**src/rtl/adder_pkg.sv**
```systemverilog
// Shared definitions for the multiword add sequencer: FSM state encodings
// and a helper for sizing the word index.
package adder_pkg;

  // State encodings shared by everything that decodes the sequencer FSM.
  localparam logic [1:0] STATE_IDLE = 2'd0;
  localparam logic [1:0] STATE_RUN  = 2'd1;
  localparam logic [1:0] STATE_DONE = 2'd2;

  typedef enum logic [1:0] {
    ST_IDLE = STATE_IDLE,
    ST_RUN  = STATE_RUN,
    ST_DONE = STATE_DONE
  } state_t;

  // Width of a counter that walks 0..n-1, never narrower than one bit.
  function automatic int idx_width(input int n);
    return (n > 1) ? $clog2(n) : 1;
  endfunction

endpackage

```
**src/rtl/carry_select_adder.sv**
```systemverilog
// Combinational carry-select adder for one DATA_WIDTH-bit word.
// Each BLOCK_SIZE-bit block is added twice (carry-in 0 and 1), and the real
// carry coming up the chain picks one result. The last block may be partial.
module carry_select_adder #(
  parameter int DATA_WIDTH = 4,
  parameter int BLOCK_SIZE = 1
) (
  input  logic [DATA_WIDTH-1:0] A,
  input  logic [DATA_WIDTH-1:0] B,
  input  logic                  Cin,
  output logic [DATA_WIDTH-1:0] S,
  output logic                  CF,
  output logic                  OF
);

  localparam int NUM_BLOCKS = (DATA_WIDTH + BLOCK_SIZE - 1) / BLOCK_SIZE;

  logic [DATA_WIDTH-1:0] sum0;
  logic [DATA_WIDTH-1:0] sum1;
  logic                  c0;
  logic                  c1;
  logic                  c_sel;
  int                    bit_idx;

  // Per-block dual ripple sums, then select by the incoming block carry.
  always_comb begin
    // NOTE: every variable gets a default before any branch so no path leaves
    // it unassigned -- otherwise synthesis infers a latch.
    sum0    = '0;
    sum1    = '0;
    S       = '0;
    c0      = 1'b0;
    c1      = 1'b1;
    c_sel   = Cin;
    bit_idx = 0;
    for (int g = 0; g < NUM_BLOCKS; g++) begin
      // NOTE: blocking assignments here on purpose -- each bit's carry must be
      // visible to the next bit within the same evaluation.
      c0 = 1'b0;
      c1 = 1'b1;
      for (int j = 0; j < BLOCK_SIZE; j++) begin
        bit_idx = g * BLOCK_SIZE + j;
        if (bit_idx < DATA_WIDTH) begin
          sum0[bit_idx] = A[bit_idx] ^ B[bit_idx] ^ c0;
          c0            = (A[bit_idx] & B[bit_idx]) | (c0 & (A[bit_idx] ^ B[bit_idx]));
          sum1[bit_idx] = A[bit_idx] ^ B[bit_idx] ^ c1;
          c1            = (A[bit_idx] & B[bit_idx]) | (c1 & (A[bit_idx] ^ B[bit_idx]));
          S[bit_idx]    = c_sel ? sum1[bit_idx] : sum0[bit_idx];
        end
      end
      c_sel = c_sel ? c1 : c0;
    end
    CF = c_sel;
    // Signed overflow: operands agree in sign but the result does not.
    OF = (A[DATA_WIDTH-1] == B[DATA_WIDTH-1]) && (S[DATA_WIDTH-1] != A[DATA_WIDTH-1]);
  end

endmodule

```
**src/rtl/multiword_add_sequencer.sv**
```systemverilog
// Multiword add/subtract sequencer: accepts a W-bit A +/- B request, then
// processes one DATA_WIDTH word per cycle through a single carry-select adder,
// least significant word first, and presents S/CF/OF until consumed.
// Optional feature: define MULTIWORD_ADD_SATURATION_EN to clamp S to the
// signed max/min when the full-width operation overflows.
module multiword_add_sequencer
  import adder_pkg::*;
#(
  parameter int DATA_WIDTH = 4,
  parameter int BLOCK_SIZE = 1,
  parameter int NUM_WORDS  = 2
) (
  input  logic                            CLK,
  input  logic                            RST,
  input  logic                            IN_VALID,
  output logic                            IN_READY,
  input  logic [DATA_WIDTH*NUM_WORDS-1:0] A,
  input  logic [DATA_WIDTH*NUM_WORDS-1:0] B,
  input  logic                            SUB,
  output logic                            OUT_VALID,
  input  logic                            OUT_READY,
  output logic [DATA_WIDTH*NUM_WORDS-1:0] S,
  output logic                            CF,
  output logic                            OF
);

  localparam int                W        = DATA_WIDTH * NUM_WORDS;
  localparam int                IDX_W    = idx_width(NUM_WORDS);
  localparam logic [IDX_W-1:0]  LAST_IDX = IDX_W'(NUM_WORDS - 1);
`ifdef MULTIWORD_ADD_SATURATION_EN
  localparam logic [W-1:0]      SAT_MIN  = {{(W-1){1'b0}}, 1'b1} << (W - 1);
  localparam logic [W-1:0]      SAT_MAX  = ~SAT_MIN;
`endif

  state_t                state;
  state_t                state_next;

  logic [W-1:0]          a_q;
  logic [W-1:0]          b_q;
  logic                  sub_q;
  logic [IDX_W-1:0]      idx;
  logic                  carry;
  logic [W-1:0]          s_q;
  logic                  cf_q;
  logic                  of_q;

  logic [DATA_WIDTH-1:0] a_word;
  logic [DATA_WIDTH-1:0] b_word;
  logic [DATA_WIDTH-1:0] b_eff;
  logic [DATA_WIDTH-1:0] add_s;
  logic                  add_cf;
  logic                  add_of;

  // State register.
  always_ff @(posedge CLK) begin
    if (RST) state <= ST_IDLE;
    else     state <= state_next;
  end

  // Next-state and handshake outputs.
  always_comb begin
    state_next = state;
    IN_READY   = 1'b0;
    OUT_VALID  = 1'b0;
    case (state)
      ST_IDLE: begin
        IN_READY = 1'b1;
        if (IN_VALID) state_next = ST_RUN;
      end
      ST_RUN: begin
        if (idx == LAST_IDX) state_next = ST_DONE;
      end
      ST_DONE: begin
        OUT_VALID = 1'b1;
        if (OUT_READY) state_next = ST_IDLE;
      end
      default: state_next = ST_IDLE;
    endcase
  end

  // Select the current word of each operand; B is inverted for subtraction.
  always_comb begin
    a_word = '0;
    b_word = '0;
    for (int k = 0; k < NUM_WORDS; k++) begin
      if (idx == IDX_W'(k)) begin
        a_word = a_q[k*DATA_WIDTH +: DATA_WIDTH];
        b_word = b_q[k*DATA_WIDTH +: DATA_WIDTH];
      end
    end
    b_eff = b_word ^ {DATA_WIDTH{sub_q}};
  end

  carry_select_adder #(
    .DATA_WIDTH (DATA_WIDTH),
    .BLOCK_SIZE (BLOCK_SIZE)
  ) u_adder (
    .A   (a_word),
    .B   (b_eff),
    .Cin (carry),
    .S   (add_s),
    .CF  (add_cf),
    .OF  (add_of)
  );

  // Operand capture on an accepted request.
  always_ff @(posedge CLK) begin
    // NOTE: operand registers carry no reset -- they are only read in RUN,
    // which is always entered through a capture, so their reset value is moot.
    if (state == ST_IDLE && IN_VALID) begin
      a_q   <= A;
      b_q   <= B;
      sub_q <= SUB;
    end
  end

  // Word sequencing: index, inter-word carry, result words and final flags.
  always_ff @(posedge CLK) begin
    if (RST) begin
      idx   <= '0;
      carry <= 1'b0;
      s_q   <= '0;
      cf_q  <= 1'b0;
      of_q  <= 1'b0;
    end else begin
      case (state)
        ST_IDLE: begin
          if (IN_VALID) begin
            idx   <= '0;
            carry <= SUB;
          end
        end
        ST_RUN: begin
          for (int k = 0; k < NUM_WORDS; k++) begin
            if (idx == IDX_W'(k)) s_q[k*DATA_WIDTH +: DATA_WIDTH] <= add_s;
          end
          carry <= add_cf;
          if (idx == LAST_IDX) begin
            // Wrap the index instead of stepping past the last word.
            idx  <= '0;
            cf_q <= add_cf;
            of_q <= add_of;
`ifdef MULTIWORD_ADD_SATURATION_EN
            if (add_of) s_q <= a_q[W-1] ? SAT_MIN : SAT_MAX;
`endif
          end else begin
            idx <= idx + IDX_W'(1);
          end
        end
        default: ;
      endcase
    end
  end

  assign S  = s_q;
  assign CF = cf_q;
  assign OF = of_q;

endmodule

```
**config.mk**
```make
export PLATFORM = sky130hd
export DESIGN_NAME = multiword_add_sequencer
export DESIGN_NICKNAME = d
export VERILOG_FILES = /design/src/rtl/adder_pkg.sv /design/src/rtl/carry_select_adder.sv /design/src/rtl/multiword_add_sequencer.sv
export SDC_FILE = /design/constraint.sdc
export NUM_CORES = 1
export LEC_CHECK = 0
export CAP_MARGIN = 20
export CORE_AREA = 5 5 75 63
export CTS_BUF_LIST = sky130_fd_sc_hd__clkbuf_16
export DETAILED_ROUTE_END_ITERATION = 8
export DIE_AREA = 0 0 80 68
export HOLD_SLACK_MARGIN = 0.12
export PLACE_DENSITY_LB_ADDON = 0.1
export SLEW_MARGIN = 10
export SYNTH_ARGS = -nofsm -noshare
export SYNTH_HDL_FRONTEND = slang
export SYNTH_SLANG_ARGS = --single-unit
```
**constraint.sdc**
```tcl
create_clock -name CLK -period 2.7 [get_ports CLK]
set_input_delay 0.54 -clock CLK [delete_from_list [all_inputs] [get_ports CLK]]
set_output_delay 0.54 -clock CLK [all_outputs]
set_load 0.05 [all_outputs]
```
### After elaboration in Yosys (flattened, before gate mapping)

Index checks and enable logic that the tools add are counted.

* output and inout bits: 12
* input bits: 21
* word-level logic and storage cells: 65
* register bits after elaboration: 31

* $add $sub $neg: 1
* equal/unequal tests: 7
* reductions and logical operators: 8
* bitwise logic cells: 18
* multiplexer cells: 21

Operators by type and width (number)
* $mux 1: 13
* $mux 4: 2
* $mux 2: 3
* $ne 2x2->1 const B: 3
* $pmux 2 s3: 1
* $reduce_and 2->1: 3
* $not 1->1: 5
* $and 1x1->1: 4
* $or 1x1->1: 4
* $pmux 1 s2: 2
* $xor 1x1->1: 4
* $xor 4x4->4: 1
* $reduce_and 3->1: 1
* $eq 2x1->1 const B: 1
* $eq 2x2->1 const B: 1
* $logic_and 1x1->1: 2
* $logic_not 2->1: 1
* $reduce_bool 2->1: 1
* $add 1x1->1 const B: 1
* $eq 1x1->1: 1
* $ne 1x1->1: 1

### Longest topological paths before layout

Gate-level depths: netlist of run 1.

* word-level depth: 10
* gate-level depth with buffers: 9
* depth with buffers taken out: 8

### By module

Synthesis of run 1 repeated with hierarchy kept, for this count alone.

* cell total of the unflattened synthesis: 118
* area total of the unflattened synthesis: 1451.4 um^2

Modules (own cells, without submodules)
* multiword_add_sequencer: area each 1184.9 um^2, instances 1, sequential area each 790.8 um^2, cells each 84
* carry_select_adder: area each 266.5 um^2, instances 1, sequential area each 0.0 um^2, cells each 34

### Least setup slack after synthesis of run 1

Ideal clock, no wire load.

* kind: register -> register
* start: register idx
* end: register s_q[2], in the netlist S[2]
* cell stages (with the launch flop): 10
* clock period less this slack: 2.225 ns
* required time: 2.609 ns
* path slack: 0.475 ns
* library setup time: 0.091 ns
* arrival time: 2.134 ns
* path buffers: 1
* cells stage by stage: dfxtp_1 > buf_2 > mux2i_1 > xor2_1 > inv_1 > ha_1 > or2_4 > and3_4 > or3_1 > a311oi_1

* longest elaborated chain between the ends: 7
* elaborated cells between the ends (all ways): 16
* classes of those cells: mux: 5; bitwise: 10; reduce/logical: 1

RTL lines
* start: declaration: RTL line multiword_add_sequencer.sv:41 `logic [IDX_W-1:0] idx;`
* start signal: assignment: RTL line multiword_add_sequencer.sv:147 `idx <= idx + IDX_W'(1);`
* $mux 4: RTL line multiword_add_sequencer.sv:86 `if (idx == IDX_W'(k)) begin`
* $xor 4x4->4: RTL line multiword_add_sequencer.sv:91 `b_eff = b_word ^ {DATA_WIDTH{sub_q}};`
* $and 1x1->1 or $xor 1x1->1 (tied branches)
* $or 1x1->1: RTL line carry_select_adder.sv:47 `c1 = (A[bit_idx] & B[bit_idx]) | (c1 & (A[bit_idx] ^ B[bit_idx]));`
* $mux 1 (2 in a row): RTL line carry_select_adder.sv:51 `c_sel = c_sel ? c1 : c0;`
* $mux 1: RTL line carry_select_adder.sv:48 `S[bit_idx] = c_sel ? sum1[bit_idx] : sum0[bit_idx];`
* end signal: indexed assignment: RTL line multiword_add_sequencer.sv:135 `if (idx == IDX_W'(k)) s_q[k*DATA_WIDTH +: DATA_WIDTH] <= add_s;`
* end: declaration: RTL line multiword_add_sequencer.sv:43 `logic [W-1:0] s_q;`

Parallel ways exist; a longest one is shown, timed or not.
A chain may end at the register's enable or synchronous reset.

### Final worst setup path of run 1

* start: register idx
* end: register carry

* longest elaborated chain between the ends: 9
* elaborated cells between the ends (all ways): 20
* classes of those cells: mux: 7; bitwise: 13

RTL lines
* $mux 4: RTL line multiword_add_sequencer.sv:86
* $xor 4x4->4: RTL line multiword_add_sequencer.sv:91
* $and 1x1->1 or $xor 1x1->1 (tied branches)
* $or 1x1->1: RTL line carry_select_adder.sv:47
* $mux 1 (3 in a row): RTL line carry_select_adder.sv:51
* $mux 1 (*): RTL line carry_select_adder.sv:51
* $pmux 1 s2 (*): RTL line multiword_add_sequencer.sv:126 `case (state)`
* end signal: assignment: RTL line multiword_add_sequencer.sv:121 `carry <= 1'b0;`
* end signal: assignment: RTL line multiword_add_sequencer.sv:130 `carry <= SUB;`
* end signal: assignment: RTL line multiword_add_sequencer.sv:137 `carry <= add_cf;`
* end: declaration: RTL line multiword_add_sequencer.sv:42 `logic carry;`

Every way passes the cells marked *; elsewhere a longest branch is shown, timed or not.

==> impl_metrics.toml, run 1 <==
[sta]
hold_viol_final = 0
fin_crit_sh_pct = 86.5
min_period_ps = 2340
setup_viol = 0
worst_pin_slew_ps = 503
skew_ps = 3.25
fmax_mhz = 428
drv_slew = 0
slew_headroom_pct = 66.4
holdWs_ps = 494

[detailed_routing]
first_pass_iters = 4
viasPerCell = 4.91
wl_per_cell_um = 13.2
drc = 0
vias = 1153
drt-initial-drc-count = 63
ant_nets = 0
routed_wl_um = 3110

[logic_synthesis]
syn-num-nets = 165
synth_warnings = 0
synth_seq_cells = 31
async_flop_share_pct = 0
synth_xor_area_share_pct = 3.49
synth_mux_area_share_pct = 5.57
synthSimpleGateAreaFrac_pct = 15.7
synth_top_flop_cell = "edfxtp_1"
synth_fa_ha_area_share_pct = 6.65
synth_edf_count = 17
synth_area_sq_mm = 0.00151
synth_cell_types = 39
synth-compound-area-share_pct = 12.8
seq_area_frac_synth_pct = 52.5
synth_cells = 136
synth_area_per_cell_sq_um = 11.1
synth_top_family_by_area = "simple AND/OR/NAND/NOR gates"

[clock_tree]
htree_levels = 2
clock-root-buffer = "clkbuf_16"
insertion_delay_ps = 280
cts_buffer_depth = 2
cts_tree = "yes"
cts.clk_slew.worst_paths_ps = 50
cts_made_buffers = 5
clock-sinks = 31
hold_buffers = 0

[place]
placed_cell_area_sq_mm = 0.00191
placed_cells = 225
place_congestion = 0.836
portBuffers = 32
post-dp-hpwl_um = 2340

[floorplan]
dieArea_sq_mm = 0.00544
ios = 33
initial_utilization_pct = 37.7
die_h_um = 68
coreArea_sq_mm = 0.00399
rows = 21
die_w_um = 80

[power_and_ir_drop]
leakagePower_uw = 0.000786
fin_total_pwr_uw = 1410
clkPwrFrac_pct = 36.8
peakVddDrop_v = 0.000420
p_int_uw = 1020
p_seq_share_pct = 39.8
switching_share_pct = 27.7
p_per_area_mw_per_mm2 = 683
comb_power_share_pct = 23.4
p_switching_uw = 390

[critical_path]
cp_slowest_cell = "dfxtp_1"
cp.arrival_ps = 2500
required_ps = 2870
path_cells = "mux2i_1 -> xor2_1 -> inv_1 -> ha_1 -> nor2b_1 -> o22a_1 -> or3_1 -> a31o_2"
crit_fanout = 7
endpoint_kind = "flip-flop"
rrSetupSlack_ps = 360
crit_type = "reg2reg"
critPathMaxStageDelay_ps = 510
cp-start-kind = "flip-flop"

[cells_and_area]
final_nets = 206
drive_gt1_share_pct = 10.7
finalNonFillerCells = 235
final_area_sq_mm = 0.00206
synthToLayoutAreaGrowth_pct = 36.9
diodes = 0

[outcome]
status = "completed"

[worst_hold_path]
hp-class = "reg2reg"

[global_routing]
grt_max_degree = 18
grt_overflow = 0
antenna_found_initial = 0
grt_first_pass_wirelength_um = 5100
grt_pass1_vias = 1130
grt.total_usage_pct = 12.8

[job]
maxCapViolations = 0
-- layer usage --
layer / wire (um) / GRT usage [%] / up-vias
li1: - / - / 568
met1: 1330 / 15.3 / 543
met2: 1470 / 19.4 / 36
met3: 245 / 6.05 / 6
met4: 56 / 6.33 / 0
met5: 0 / 0 / -
-- layout make-up --
type / count / area, sq um
tap: 57 / 71.3
clock inverter: 3 / 12.5
inverter: 8 / 30.0
sequential: 31 / 791
multi-input combinational: 93 / 666
clock buffer: 5 / 125
timing repair buffer: 38 / 365
fill: 378 / 1930
-- layout by cell type, fill, tap and decap left out, types with 3 or more instances in the layout --
cell type	instances
nor2b_1	4
inv_1	10
or3_1	3
mux2i_1	5
clkdlybuf4s50_1	32
a311oi_1	3
nand3b_1	3
xor2_1	4
mux2_2	3
ha_1	8
nor2_1	18
buf_4	6
edfxtp_1	17
a21oi_1	6
a211oi_1	4
nand2_1	4
clkbuf_16	5
dfxtp_1	14
-- power groups by stage --
stage                     Clock, uW  Combinational (uW)  Sequential [uW]
after CTS                       535                 321              560
after floorplan                   0                 184              599
after global routing            556                 365              564
after detailed placement          0                 320              569
final                           518                 329              560
after global placement            0                 314              568
-- cells in the mapped netlist (2+ instances only) --
cell type	number	area, sq um
a21o_1	2	15.0
o21ai_0	2	10.0
nor3b_1	2	15.0
xor2_1	4	35.0
dfxtp_1	14	280
nor2_1	18	67.6
edfxtp_1	17	510
ha_1	8	100
a211oi_1	4	30.0
nand2_1	4	15.0
nor2b_1	4	25.0
nand3b_1	3	22.5
a2111oi_0	2	17.5
and2_1	2	12.5
a21oi_1	6	30.0
mux2_2	3	33.8
or3_1	3	18.8
xnor2_1	2	17.5
inv_1	8	30.0
mux2i_1	5	50.1
buf_2	3	15.0
a311oi_1	3	26.3
-- registers in the layout, indices dropped and copies added (netlist names) --
name and cells:
CF 1, OF 1, S 8, a_q 8, b_q 8, carry 1, idx 1, state 2
sub_q 1
-- logic make-up (layout without fill, tap and decap cells) --
kind of cell,count (synthesis),after routing
buf+inv,12,54
compound gates,27,27
simple gates,44,44
mux,8,8
xor+xnor,6,6
fa+ha+maj,8,8
flops,31,31
-- through the flow --
stage | setup TNS, ps | utilization, % | setup slack, ps
2_1_floorplan | 0 | - | 475
3_3_place_gp | 0 | 47.8 | 445
6_report | 0 | 51.6 | 364
4_1_cts | 0 | 51.2 | 297
5_1_grt | -17.2 | 51.6 | -17.2
3_5_place_dp | 0 | 47.8 | 291
-- critical path: cells and delay by family (launching register included) --
family          cells  cell delay [ps]
simple gates        2              530
flops               1              510
compound gates      2              440
mux                 1              260
xor+xnor            1              220
fa+ha+maj           1              200
buf+inv             1               70
-- worst paths after layout --
kind | end | cells past startpoint | from
worst min-delay path | S[6]$_SDFFE_PP0P_ | 2 | S[6]$_SDFFE_PP0P_
worst min register to register | S[6]$_SDFFE_PP0P_ | 2 | S[6]$_SDFFE_PP0P_
worst max register to register | carry$_SDFFE_PP0P_ | 8 | idx$_SDFFE_PP0P_
worst max-delay path | carry$_SDFFE_PP0P_ | 8 | idx$_SDFFE_PP0P_
-- what timing repair did --
action,CTS,global route
endpoints found under the hold margin,0,0
gates resized for setup,0,0
buffers inserted,0,2
endpoints found under the setup margin,0,1
No activity file was read; power rests on OpenSTA's default activity.
==> run 2, diff against run 1 <==
- CORE_AREA: 5 5 75 63 -> 5 5 86 72
- CTS_BUF_LIST: sky130_fd_sc_hd__clkbuf_16 -> sky130_fd_sc_hd__clkbuf_8
- DIE_AREA: 0 0 80 68 -> 0 0 91 77
==> impl_metrics.toml, run 2 (synthesis results as in run 1) <==
[cells_and_area]
multi_input_area_sq_um = 667
diodes = 0
nFillCells = 508
regArea_sq_um = 791
finalNonFillerCells = 241
synthToLayoutAreaGrowth_pct = 32.8
final_common_cell = "clkdlybuf4s50_1"
drive_gt1_share_pct = 9.09
final_util_pct = 38.0
final_nets = 204
final_area_sq_mm = 0.00200
final_cell_mix = "32 x clkdlybuf4s50_1, 18 x nor2_1, 17 x edfxtp_1, 14 x dfxtp_1, 9 x inv_1"

[critical_path]
required_ps = 2850
crit_type = "reg2reg"
cp.arrival_ps = 2580
endpoint_kind = "flip-flop"
path_depth = 8
critPathMaxStageDelay_ps = 510
path_cells = "mux2i_1 -> xor2_1 -> inv_1 -> ha_1 -> and2_1 -> o211ai_1 -> a21oi_1 -> a2111oi_1"
path_delay_family = "compound AO/OA/AOI/OAI gates"
rr_worst_depth = 8
cp_slowest_cell = "dfxtp_1"
cp-start-kind = "flip-flop"
crit_buf_inv = 1
crit_fanout = 7

[detailed_routing]
vias = 1110
drt-initial-drc-count = 49
viasPerCell = 4.61
wl_per_cell_um = 12.9
drc = 0
first_pass_iters = 4
routed_wl_um = 3100
ant_nets = 0

[global_routing]
grt_first_pass_wirelength_um = 5320
grt_pass1_vias = 1157
use_met3_pct = 3.82
grt_max_degree = 19
grt.total_usage_pct = 9.55
antenna_found_initial = 0
gr-usage-met2_pct = 14.5
grt_overflow = 0
busiest_layer = "met2"
use_met1_pct = 11.6

[sta]
rsz0062_at_grt = "no"
hold_viol_final = 0
skew_ps = 4.47
fin_tns_setup_ps = 0
drv_slew = 0
min_period_ps = 2430
worst_pin_slew_ps = 497
setup_viol = 0
fin_crit_sh_pct = 89.9
fmax_mhz = 412
slew_headroom_pct = 66.8
setup_slack_ps = 273

[clock_tree]
post_cts_buffers = 0
cts.clk_slew.worst_paths_ps = 60
insertion_delay_ps = 280
cts_buffer_depth = 2
hold_buffers = 0
clock-sinks = 31
htree_levels = 2
post_cts_resized = 0
cts_tree = "yes"
cts_made_buffers = 5
clock-root-buffer = "clkbuf_8"

[power_and_ir_drop]
peakVddDrop_v = 0.000277
leakagePower_uw = 0.000745
p_per_area_mw_per_mm2 = 609

[floorplan]
initial_utilization_pct = 28.6
die_w_um = 91
ios = 33
dieArea_sq_mm = 0.00701
coreArea_sq_mm = 0.00526
die_h_um = 77
rows = 24

[worst_hold_path]
min_path_cells = 2
hp-class = "reg2reg"

[place]
dp_slack_ps = 269
post-dp-hpwl_um = 2420
place_congestion = 0.713
portBuffers = 32
placed_cell_area_sq_mm = 0.00192
placed_cells = 233

[job]
maxCapViolations = 0

[outcome]
status = "completed"
run 2: final cells by class:
type	instances	share of cell area, %
flip-flops and latches	31	39.5
multi-input cells	93	33.4
repair buffers	36	17.5
well taps	65	4.07
clock buffers	5	3.44
inverters	8	1.50
clock inverters	3	0.563
run 2: report_power, final:
| part | internal, uW | total, uW | switching (uW) | leakage (uW) |
|---|---|---|---|---|
| Combinational | 142 | 320 | 179 | 0.000424 |
| Sequential | 536 | 558 | 21.8 | 0.000277 |
| Clock | 172 | 339 | 168 | 0.0000444 |
| Total | 849 | 1220 | 368 | 0.000745 |
run 2: tightest hold or removal path, delay by kind of cell, from the launching register on:
family / cells / cell delay (ps)
flops: 1 / 310
simple gates: 1 / 80
compound gates: 1 / 60
run 2: through the flow:
stage,power (uW),hold slack (ps)
6_report,1220,495
5_1_grt,1290,526
4_1_cts,1240,500
3_5_place_dp,890,486
3_3_place_gp,886,479
2_1_floorplan,782,582
run 2: per-layer routing:
layer | routed length (um) | vias up
li1 | - | 567
met1 | 1500 | 509
met2 | 1350 | 26
met3 | 182 | 8
met4 | 65 | 0
met5 | 0 | -
run 2: path summary, 6_finish.rpt:
check                                       from                 to  slack, ps
worst max-delay path            idx$_SDFFE_PP0P_  S[7]$_SDFFE_PP0P_        270
worst min-delay path             OF$_SDFFE_PP0P_    OF$_SDFFE_PP0P_        500
worst min register to register   OF$_SDFFE_PP0P_    OF$_SDFFE_PP0P_        500
worst max register to register  idx$_SDFFE_PP0P_  S[7]$_SDFFE_PP0P_        270
==> run 3, diff against run 2 <==
- MAX_ROUTING_LAYER: unset -> met4
==> impl_metrics.toml, run 3 (synthesis results as in run 1) <==
[sta]
fmax_mhz = 412
hold_viol_final = 0
slew_headroom_pct = 66.8
drv_slew = 0
skew_ps = 4.47
holdWs_ps = 495
rsz0062_at_grt = "no"
setup_viol = 0
fin_crit_sh_pct = 89.9
worst_pin_slew_ps = 497
fin_tns_setup_ps = 0
min_period_ps = 2430

[cells_and_area]
diodes = 0
final_area_sq_mm = 0.00200
nFillCells = 508
drive_gt1_share_pct = 9.09
finalNonFillerCells = 241
final_nets = 204
final_util_pct = 38.0
final_common_cell = "clkdlybuf4s50_1"
synthToLayoutAreaGrowth_pct = 32.8
final_cell_mix = "32 x clkdlybuf4s50_1, 18 x nor2_1, 17 x edfxtp_1, 14 x dfxtp_1, 9 x inv_1"

[critical_path]
endpoint_kind = "flip-flop"
crit_fanout = 7
required_ps = 2850
r2r-start = "idx$_SDFFE_PP0P_"
crit_start = "idx$_SDFFE_PP0P_"
rr_endpoint = "S[7]$_SDFFE_PP0P_"
cp.arrival_ps = 2580
cp-start-kind = "flip-flop"
rr_worst_depth = 8
rrSetupSlack_ps = 270
crit_type = "reg2reg"

[clock_tree]
clock-root-buffer = "clkbuf_8"
insertion_delay_ps = 280
clock-sinks = 31
post_cts_buffers = 0
cts.clk_slew.worst_paths_ps = 60
cts_made_buffers = 5
cts_buffer_depth = 2
cts_tree = "yes"
htree_levels = 2

[global_routing]
antenna_found_initial = 0
grt_max_degree = 19
grt_first_pass_wirelength_um = 5330
grt.total_usage_pct = 9.82
grt_overflow = 0
grt_pass1_vias = 1156

[detailed_routing]
first_pass_iters = 4
vias = 1110
viasPerCell = 4.61
wl_per_cell_um = 12.9
drt-initial-drc-count = 47
drc = 0
ant_nets = 0
routed_wl_um = 3100

[worst_hold_path]
hold_start = "OF$_SDFFE_PP0P_"
whs_endpoint = "OF$_SDFFE_PP0P_"
hp-class = "reg2reg"
min_path_cells = 2

[place]
placed_cells = 233
placed_cell_area_sq_mm = 0.00192
place_congestion = 0.721
post-dp-hpwl_um = 2420
portBuffers = 32

[job]
maxCapViolations = 0

[floorplan]
dieArea_sq_mm = 0.00701
coreArea_sq_mm = 0.00526
ios = 33
die_w_um = 91
rows = 24
initial_utilization_pct = 28.6
die_h_um = 77

[power_and_ir_drop]
leakagePower_uw = 0.000745
peakVddDrop_v = 0.000277
p_per_area_mw_per_mm2 = 609

[outcome]
status = "completed"
run 3: cell counts in the layout (fill, tap and decap cells not counted):
Identical to the previous run, type by type.
run 3: per-layer routing:
metal | vias to the layer above | routed length, um | GRT usage, % | part of all wire (%)
met1 | 509 | 1500 | 11.6 | 48
met3 | 8 | 180 | 3.82 | 5.8
met2 | 26 | 1350 | 14.5 | 44
met5 | - | 0 | - | 0
met4 | 0 | 64 | 4.99 | 2.1
li1 | 567 | - | - | -
run 3: critical path: stages, from the launching register on:
cell,delay [ps]
dfxtp_1,510
mux2i_1,280
xor2_1,230
inv_1,70
ha_1,190
and2_1,150
o211ai_1,300
a21oi_1,130
a2111oi_1,440
run 3: timing repair:
item | in CTS | in global routing
gates resized for setup | 0 | 1
hold buffers | 0 | 0
setup endpoints to repair | 0 | 1
run 3: worst max path at each step:
| stage | endpoint | slack, ps |
|---|---|---|
| after floorplan | S[2]$_SDFFE_PP0P_ | 480 |
| after global placement | S[2]$_SDFFE_PP0P_ | 430 |
| after detailed placement | S[7]$_SDFFE_PP0P_ | 270 |
| after CTS | S[7]$_SDFFE_PP0P_ | 230 |
| after global routing | S[7]$_SDFFE_PP0P_ | 60 |
| final | S[7]$_SDFFE_PP0P_ | 270 |
run 3: layout make-up:
type	count	area (sq um)	share of cell area (%)
multi-input combinational	93	667	33.4
clock inverter	3	11.3	0.563
clock buffer	5	68.8	3.44
timing repair buffer	36	350	17.5
sequential	31	791	39.5
inverter	8	30.0	1.50
tap	65	81.3	4.07
run 3: metrics by stage:
step	power, uW	setup slack (ps)
finish	1220	273
CTS	1240	225
detailed placement	890	269
global placement	886	431
global route	1290	60.2
floorplan	782	475
run 3: report_power, final:
part           internal, uW  switching, uW
clock                   172            168
sequential              536           21.8
combinational           142            179
total                   849            368
